File: src/rtl/note_controller.sv
// Converts MIDI note events into an NCO phase increment with optional portamento glide.
// Note-on: acceptance edge plus oct+3 edges (divide, lookup, apply); not ready outside IDLE, no queuing.
module note_controller #(
   parameter int F_CLK_HZ    = 50_000_000,
   parameter int GLIDE_SHIFT = 6
) (
   input  logic        master_clk,
   input  logic        rst,
   input  logic        note_valid,
   output logic        note_ready,
   input  logic        note_on,
   input  logic [6:0]  note_num,
   input  logic        glide_en,
   input  logic        glide_tick,
   output logic [31:0] accumulator_increment_value,
   output logic        nco_mute,
   output logic [6:0]  current_note
);

   typedef enum logic [1:0] {IDLE, DIVIDE, LOOKUP, APPLY} state_t;

   // Top-octave increments for semitones 0..11 (notes 120..131), computed once at elaboration.
   function automatic logic [31:0] table_entry(input int s);
      real r;
      r = 4294967296.0 * 440.0 * (2.0 ** (real'(s + 51) / 12.0)) / real'(F_CLK_HZ);
      return 32'($rtoi(r + 0.5));
   endfunction

   logic [31:0] table_w [16];
   for (genvar g = 0; g < 16; g++) begin : g_table
      localparam logic [31:0] ENTRY = (g < 12) ? table_entry(g) : 32'd0;
      assign table_w[g] = ENTRY;
   end

   state_t      state_q, state_d;
   logic [6:0]  rem_q, rem_d;
   logic [3:0]  oct_q, oct_d;
   logic [6:0]  note_q, note_d;
   logic [31:0] target_q, target_d;
   logic [31:0] inc_q, inc_d;
   logic        mute_q, mute_d;
   logic [6:0]  cur_q, cur_d;

   logic        accept;
   logic        tgt_above;
   logic [31:0] diff;
   logic [31:0] step;

   always_comb begin
      note_ready = (state_q == IDLE) && !rst;
      accept     = note_valid && note_ready;
   end

   always_comb begin
      state_d  = state_q;
      rem_d    = rem_q;
      oct_d    = oct_q;
      note_d   = note_q;
      target_d = target_q;
      inc_d    = inc_q;
      mute_d   = mute_q;
      cur_d    = cur_q;

      tgt_above = target_q > inc_q;
      diff      = tgt_above ? (target_q - inc_q) : (inc_q - target_q);
      step      = diff >> GLIDE_SHIFT;
      if (step == 32'd0) begin
         step = 32'd1;
      end

      // step never exceeds diff, so the glide cannot overshoot the target
      if (glide_tick && glide_en && (state_q != APPLY) && (inc_q != target_q)) begin
         inc_d = tgt_above ? (inc_q + step) : (inc_q - step);
      end

      case (state_q)
         IDLE: begin
            if (accept) begin
               if (note_on) begin
                  state_d = DIVIDE;
                  rem_d   = note_num;
                  oct_d   = 4'd0;
                  note_d  = note_num;
               end else if (note_num == cur_q) begin
                  mute_d = 1'b1;
               end
            end
         end
         DIVIDE: begin
            if (rem_q >= 7'd12) begin
               rem_d = rem_q - 7'd12;
               oct_d = oct_q + 4'd1;
            end else begin
               state_d = LOOKUP;
            end
         end
         LOOKUP: begin
            target_d = table_w[rem_q[3:0]] >> (4'd10 - oct_q);
            state_d  = APPLY;
         end
         APPLY: begin
            cur_d  = note_q;
            mute_d = 1'b0;
            // a silent NCO has nothing to glide from, so it always jumps
            if (!glide_en || mute_q) begin
               inc_d = target_q;
            end
            state_d = IDLE;
         end
         default: state_d = IDLE;
      endcase
   end

   always_ff @(posedge master_clk) begin
      if (rst) begin
         state_q  <= IDLE;
         rem_q    <= 7'd0;
         oct_q    <= 4'd0;
         note_q   <= 7'd0;
         target_q <= 32'd0;
         inc_q    <= 32'd0;
         mute_q   <= 1'b1;
         cur_q    <= 7'd0;
      end else begin
         state_q  <= state_d;
         rem_q    <= rem_d;
         oct_q    <= oct_d;
         note_q   <= note_d;
         target_q <= target_d;
         inc_q    <= inc_d;
         mute_q   <= mute_d;
         cur_q    <= cur_d;
      end
   end

   assign accumulator_increment_value = inc_q;
   assign nco_mute                    = mute_q;
   assign current_note                = cur_q;

endmodule

File: config.mk
export PLATFORM = sky130hd
export DESIGN_NAME = note_controller
export DESIGN_NICKNAME = d
export VERILOG_FILES = /design/src/rtl/note_controller.sv
export SDC_FILE = /design/constraint.sdc
export NUM_CORES = 1
export LEC_CHECK = 0
export BUFFER_PORTS_ARGS = -buffer_cell sky130_fd_sc_hd__buf_4
export CAP_MARGIN = 40
export CORE_ASPECT_RATIO = 1.1
export CORE_UTILIZATION = 32
export DETAILED_ROUTE_END_ITERATION = 7
export PLACE_DENSITY = 0.5
export SYNTH_ARGS = -nofsm -noshare
export SYNTH_HDL_FRONTEND = slang
export SYNTH_SLANG_ARGS = --single-unit
File: constraint.sdc
create_clock -name master_clk -period 6.6 [get_ports master_clk]
set_clock_uncertainty 0.15 [all_clocks]
set_input_delay 0.33 -clock master_clk [delete_from_list [all_inputs] [get_ports master_clk]]
set_output_delay 0.33 -clock master_clk [all_outputs]
set_load 0.1 [all_outputs]
==> out/results.tsv, run 1 <==
stage	metric	value	unit
run_status	status	complete, but fails checks	
run_status	violations	negative setup slack	
synth	async_flop_share	0	%
layout	area_growth	47.32	%
timing	fin_crit	6.755	ns
worst_hold_path	hp-start	note_num[0]	
worst_hold_path	hp-class	input pin to register	
synth	ys.flop_type	dfxtp_1	
worst_setup_path	cp-startpoint	accumulator_increment_value[24]	
worst_setup_path	reg2reg_from	accumulator_increment_value[24]	
worst_setup_path	path_max_fanout	4	
timing	fin_ws	-0.1549	ns
synth	synth_cell_type_count	82	
drt	detail_route.wl_per_cell	16.50	um
synth	yosys_warnings	0	
global_routing	grt_antenna_before_repair	0	
global_routing	grt_pass1_wl	49210	um
clock_tree	worst_skew_pair.late_latency	0.36	ns
timing	slew_headroom	42.63	%
die	die-height	176.2	um
clock_tree	ctsHoldBuffers	0	
worst_setup_path	timing.rr.end	accumulator_increment_value[31]	
worst_setup_path	worstPathRequired	6.74	ns
die	initial_core_util	32.64	%
global_routing	grt_pass1_vias	9429	
synth	synthCells	1226	
worst_setup_path	end_kind	register	
worst_setup_path	path_class	register to register	
clock_tree	cts_buffers	9	
clock_tree	clock-sinks	81	
timing	slew_viol_final	0	
clock_tree	clkTransAtPathRegs	0.07	ns
layout	antenna_cells	0	
worst_setup_path	r2r_cells	33	
placement	place_hpwl	24420	um
synth	synth-seq-area-share	18.37	%
worst_setup_path	startpoint_type	register	
drt	vias_per_cell	5.239	
drt	wirelength	31100	um
synth	synthTopCellsByCount	132 x a21oi_1, 127 x nand2_1, 119 x nor2_1	
global_routing	grt_max_degree	73	
timing	hold_violations	0	
drt	drt_iter0_drc	580	
die	ioPinCount	54	
synth	avgSynthCellArea	7.199	sq um
die	core	0.02704	sq mm
worst_setup_path	path_common_cell	a21o_1	
worst_setup_path	slowest_stage	or4_4	
worst_setup_path	r2r_setup_slack	-0.15	ns
synth	synth.top_cell.area_share	18.37	%
synth	synth.cell_area	0.008826	sq mm
worst_setup_path	crit_path_end	accumulator_increment_value[31]	
placement	io_buffers	53	
drt	drt-pass1-iter-count	5	
timing	rsz0062_at_grt	true	
global_routing	overflow	0	
global_routing	grtUsageMet2	38.30	%
drt	ant_nets	0	
placement	place.gp.congestion	0.9071	
timing	finalSetupViolCount	6	
synth	synthTopCellsByArea	dfxtp_1 18%, ha_1 12%, a21oi_1 7.5%	
global_routing	grt_usage	21.86	%
global_routing	grtUsageMet3	2.443	%
synth	yosysTopAreaCell	dfxtp_1	
clock_tree	clock_path_buffers	2	
clock_tree	cts_max_level	3	
global_routing	top_usage_layer	met2	
drt	drcViolationCount	0	
synth	synth_nets	1328	
die	die_w	160.3	um
timing	fmax	148.0	MHz
layout	fin_nets	1625	
worst_setup_path	crit_arrival	6.89	ns
timing	period_share	102.3	%
die	rows	63	
drt	vias	9876	
synth	synth_edf_count	0	
layout	layout-drive-gt1-share	37.24	%
timing	tightest_slew	0.8605	ns
worst_setup_path	critPathMaxStageDelay	0.54	ns
synth	synth_most_common_cell	a21oi_1	
clock_tree	cts_tree	built	
clock_tree	clock-root-buffer	clkbuf_16	
synth	ys_ff_latch	81	
die	die-area	0.02825	sq mm
placement	pre_cts_ws	-0.5347	ns
flow_run	maxCapViolCount	0	
global_routing	met1_usage	28.13	%
[logic make-up after synthesis]
family,share of synthesized area (%)
flip-flops,18.37
AO/OA/AOI/OAI,27.81
adder cells (fa/ha/maj),12.70
multiplexers,5.557
AND/OR/NAND/NOR,22.19
XOR/XNOR,7.046
buffers and inverters,6.323
[cell type report]
cell class / count / area (sq um)
Clock inverter: 6 / 76.32
Tap cell: 357 / 446.7
Fill cell: 2667 / 14030
Inverter: 76 / 285.3
Clock buffer: 10 / 250.2
Sequential cell: 81 / 1717
Multi-Input combinational cell: 1003 / 7523
Timing Repair Buffer: 352 / 2704
[state kept, by name, indices dropped and copies added, names as in the netlist]
register / cells
current_note: 7
note_q: 7
accumulator_increment_value: 32
state_q: 2
target_q: 21
rem_q: 7
nco_mute: 1
oct_q: 4
[stage by stage]
step | std cells | utilization, % | TNS (ns) | hold slack [ns] | area [sq um]
4_1_cts | 1859 | 45.68 | -0.3564 | 0.08041 | 12350
3_3_place_gp | 1813 | 42.59 | -3.961 | 0.2951 | 11520
2_1_floorplan | 1226 | - | -0.3880 | 0.2860 | 9150
3_5_place_dp | 1816 | 42.76 | -4.623 | 0.3004 | 11560
5_1_grt | 1885 | 48.09 | -4.072 | 0.09075 | 13000
6_report | 1885 | 48.09 | -0.6336 | 0.09003 | 13000
[routing by layer]
metal	vias up	routed length [um]
li1	4990	-
met1	4670	14330
met2	182	15280
met3	34	1019
met4	0	474
met5	-	0
[cell usage in the layout, fill, tap and decap left out, drive strengths merged, types with 33 or more instances in the layout]
master	n
buf	352
a21oi	132
nand2	127
nor2	120
ha	88
dfxtp	81
inv	80
o21ai	67
xnor2	46
mux2i	40
nor3	33
[worst min path at each step]
stage	to	cells past startpoint	slack, ns
2_1_floorplan	note_q[0]	2	0.29
3_3_place_gp	note_q[2]	2	0.30
3_5_place_dp	note_q[4]	2	0.30
4_1_cts	note_q[1]	3	0.08
5_1_grt	note_q[3]	3	0.09
6_report	note_q[0]	3	0.09
[critical path: cells and delay by family, from the launching register on]
| family | cells | cell delay, ns |
|---|---|---|
| adders and majority gates | 2 | 0.39 |
| DFF | 1 | 0.33 |
| AOI/OAI and AO/OA | 13 | 2.10 |
| and+or+nand+nor | 11 | 2.83 |
| buffers and inverters | 4 | 0.37 |
| muxes | 1 | 0.18 |
| xor gates and xnor gates | 2 | 0.34 |
[what timing repair did]
item / 4_1_cts / 5_1_grt
pin swaps: 46 / 76
resized for setup: 60 / 96
setup buffers: 27 / 31
cloned: 0 / 0
setup endpoints to repair: 19 / 19
Power of run 1 is left out: the tool's default activity adds up to more than one toggle a clock period on the data nets, which glitch-free logic cannot reach.
==> run 2: changes to the inputs <==
--- a/config.mk
+++ b/config.mk
@@ -5,6 +5,7 @@
 export SDC_FILE = /design/constraint.sdc
 export NUM_CORES = 1
 export LEC_CHECK = 0
+export ABC_AREA = 1
 export BUFFER_PORTS_ARGS = -buffer_cell sky130_fd_sc_hd__buf_4
 export CAP_MARGIN = 40
 export CORE_ASPECT_RATIO = 1.1
==> run 2 against run 1 <==
Net effect: the run now ends clean; via count rose by 15%; register-to-register slack improved by 0.58 ns; hold slack improved by 0.023 ns; sequential cell count did not move; worst setup slack improved by 0.58 ns; fmax rose by 9.3%; non-clock buffer count fell by 260; global-route usage rose by 2.1 points; sequential share of layout area rose by 0.73 points; highest routed layer unchanged; first-iteration DRC count rose by 46%; count of clock-buffer cells in the layout did not move.
==> out/results.tsv, run 2 <==
stage	metric	value	unit	change
clock_tree	cts_buffers	9		unchanged
drt	drt_iter0_drc	849		was 580
die	die-area	0.03259	sq mm	was 0.02825 sq mm
worst_setup_path	critPathMaxStageDelay	0.44	ns	was 0.54 ns
worst_setup_path	crit_arrival	6.28	ns	was 6.89 ns
die	die-height	189.2	um	was 176.2 um
worst_setup_path	startpoint_type	register		unchanged
synth	synth_mux_area_share	0.3926	%	was 5.557%
synth	async_flop_share	0	%	unchanged
synth	synthCells	1806		was 1226
drt	vias	11363		was 9876
placement	place_hpwl	32270	um	was 24420 um
synth	synth-seq-area-share	15.90	%	was 18.37%
die	rows	68		was 63
timing	hold_violations	0		unchanged
synth	avgSynthCellArea	5.647	sq um	was 7.199 sq um
die	core	0.03140	sq mm	was 0.02704 sq mm
layout	fillers	3584		was 2667
drt	drcViolationCount	0		unchanged
clock_tree	clock-sinks	81		unchanged
timing	finalSetupViolCount	0		was 6
synth	synthXorXnorAreaFrac	3.693	%	was 7.046%
drt	vias_per_cell	4.975		was 5.239
synth	synth.cell_area	0.01020	sq mm	was 0.008826 sq mm
global_routing	grt_antenna_before_repair	0		unchanged
timing	slew_viol_final	0		unchanged
drt	detail_route.wl_per_cell	16.80	um	was 16.50 um
clock_tree	clock_path_buffers	2		unchanged
layout	final_cell_mix	539 x nand2_1, 298 x inv_1, 163 x nor2_1		was 340 x buf_4, 126 x nand2_1, 115 x nor2_1
worst_hold_path	hold_end	note_q[0]		unchanged
synth	synth_cell_type_count	56		was 82
timing	tightest_slew	0.6831	ns	was 0.8605 ns
synth	synthTopCellsByCount	541 x nand2_1, 299 x inv_1, 164 x nor2_1		was 132 x a21oi_1, 127 x nand2_1, 119 x nor2_1
clock_tree	cts_tree	built		unchanged
timing	holdWs	0.1135	ns	was 0.09003 ns
synth	synth_nets	1908		was 1328
synth	ys.flop_type	dfxtp_1		unchanged
global_routing	overflow	0		unchanged
layout	layout-drive-gt1-share	9.818	%	was 37.24%
clock_tree	cts_max_level	3		unchanged
synth	synth_edf_count	0		unchanged
clock_tree	clock-root-buffer	clkbuf_16		unchanged
clock_tree	clkTransAtPathRegs	0.07	ns	about the same
synth	synth.top_cell.area_share	19.91	%	was 18.37%
synth	synth_top_family_by_area	simple AND/OR/NAND/NOR gates		was compound AO/OA/AOI/OAI gates
die	initial_core_util	32.48	%	was 32.64%
synth	synth-simple-area-share	35.41	%	was 22.19%
synth	synth-compound-area-share	20.01	%	was 27.81%
worst_setup_path	r2r_setup_slack	0.42	ns	was -0.15 ns
worst_setup_path	timing.rr.end	accumulator_increment_value[31]		unchanged
synth	synth_most_common_cell	nand2_1		was a21oi_1
timing	fin_crit	6.178	ns	was 6.755 ns
global_routing	grt_max_degree	44		was 73
worst_setup_path	path_max_fanout	19		was 4
run_status	status	completed		was complete, but fails checks
timing	period_share	93.60	%	was 102.3%
drt	ant_nets	0		unchanged
synth	synthTopCellsByArea	nand2_1 20%, dfxtp_1 16%, inv_1 11%		was dfxtp_1 18%, ha_1 12%, a21oi_1 7.5%
worst_hold_path	hp-class	input pin to register		unchanged
worst_setup_path	reg2reg_from	accumulator_increment_value[18]		was accumulator_increment_value[24]
placement	place.gp.congestion	0.9363		was 0.9071
global_routing	grt_pass1_vias	10867		was 9429
global_routing	grt_pass1_wl	60030	um	was 49210 um
drt	drt-pass1-iter-count	7		was 5
worst_setup_path	path_common_cell	nand2_1		was a21o_1
layout	fin_nets	1961		was 1625
worst_hold_path	hold-path-cell-count	3		unchanged
synth	yosys_warnings	0		unchanged
clock_tree	ctsHoldBuffers	0		unchanged
worst_setup_path	end_kind	register		unchanged
global_routing	grt_usage	23.98	%	was 21.86%
worst_setup_path	r2r_cells	40		was 33
die	die_w	172.2	um	was 160.3 um
layout	area_growth	14.61	%	was 47.32%
synth	ys_ff_latch	81		unchanged
worst_hold_path	hp-start	note_num[0]		unchanged
drt	wirelength	38370	um	was 31100 um
synth	yosysTopAreaCell	nand2_1		was dfxtp_1
layout	largest_reg_flops	32		unchanged
timing	fmax	161.9	MHz	was 148.0 MHz
timing	slew_headroom	54.40	%	was 42.63%
placement	io_buffers	53		unchanged
layout	final_common_cell	nand2_1		was buf_4
flow_run	maxCapViolCount	0		unchanged
clock_tree	worst_skew_pair.late_latency	0.36	ns	about the same
layout	antenna_cells	0		unchanged
worst_setup_path	slowest_stage	dfxtp_1		was or4_4
synth	yosys.area_share.adder	10.99	%	was 12.70%
worst_setup_path	worstPathRequired	6.70	ns	was 6.74 ns
die	ioPinCount	54		unchanged
worst_setup_path	path_class	register to register		unchanged
-- run 2: cell types whose count changed in the layout (fill, tap and decap cells not counted), moves of 31 or more --
cell     before  now
nand2_1     126  539
nand3_1      24   97
xnor2_1      39    8
o21ai_0      48  117
mux2i_1      36    4
nor2_1      115  163
buf_4       340   90
dfxtp_1      43   75
inv_1        62  298
-- run 2: layer usage --
metal  share of wire, %  vias to the layer above  wire, um  global-route usage [%]
li1                   -                     5896         -                       -
met1                 46                     5194     17640                   31.25
met2                 47                      226     18100                   40.87
met3                4.1                       47      1567                   2.362
met4                2.8                        0      1062                   8.033
met5                  0                        -         0                       0
-- run 2: metrics by stage --
step / cell area (sq um) / TNS, ns / worst slack [ns] / utilization, % / instances
final: 11690 / 0 / 0.4223 / 37.23 / 2284
after global routing: 11690 / -0.007532 / -0.007532 / 37.23 / 2284
after CTS: 11530 / 0 / 0.02216 / 36.72 / 2281
after detailed placement: 11210 / -0.3758 / -0.1284 / 35.70 / 2265
after global placement: 11150 / -0.2566 / -0.1007 / 35.51 / 2261
after floorplan: 10200 / 0 / 0.6629 / - / 1806
-- run 2: area by class of cell --
| type | count | area (sq um) | share of cell area, % |
|---|---|---|---|
| clock buffers | 10 | 239.0 | 2.045 |
| clock inverters | 6 | 72.57 | 0.6209 |
| inverters | 311 | 1167 | 9.987 |
| multi-input cells | 1364 | 7337 | 62.77 |
| flip-flops and latches | 81 | 1629 | 13.94 |
| well taps | 420 | 525.5 | 4.496 |
| repair buffers | 92 | 718.2 | 6.144 |
-- run 2: how the worst max path moves through the flow --
| stage | to | depth (start not counted) | slack (ns) | startpoint |
|---|---|---|---|---|
| floorplan | accumulator_increment_value[21] | 38 | 0.66 | accumulator_increment_value[20] |
| global placement | accumulator_increment_value[22] | 34 | -0.10 | accumulator_increment_value[16] |
| detailed placement | accumulator_increment_value[22] | 34 | -0.13 | accumulator_increment_value[16] |
| CTS | accumulator_increment_value[22] | 36 | 0.02 | accumulator_increment_value[16] |
| global route | accumulator_increment_value[31] | 41 | -0.008 | accumulator_increment_value[1] |
| finish | accumulator_increment_value[31] | 40 | 0.42 | accumulator_increment_value[18] |
-- run 2: what timing repair did --
item | 4_1_cts | 5_1_grt
pin swaps | 0 | 4
gates cloned | 0 | 1
endpoints found under the setup margin | 6 | 22
buffers inserted | 0 | 2
gates resized for setup | 2 | 39
hold endpoints to repair | 0 | 0
-- run 2: cell families after synthesis --
family                     Yosys count
adders and majority gates           89
and+or+nand+nor                    872
buffers and inverters              362
xor gates and xnor gates            43
AOI/OAI and AO/OA                  355
muxes                                4
DFF                                 81
-- run 2: worst max-delay path: cells and delay by family, from the launching register on --
family / cells / cell delay, ns
adders and majority gates: 3 / 0.96
xor gates and xnor gates: 1 / 0.32
DFF: 1 / 0.44
buffers and inverters: 6 / 0.64
and+or+nand+nor: 24 / 2.59
AOI/OAI and AO/OA: 6 / 0.93
Power of run 2 is left out for the same reason.
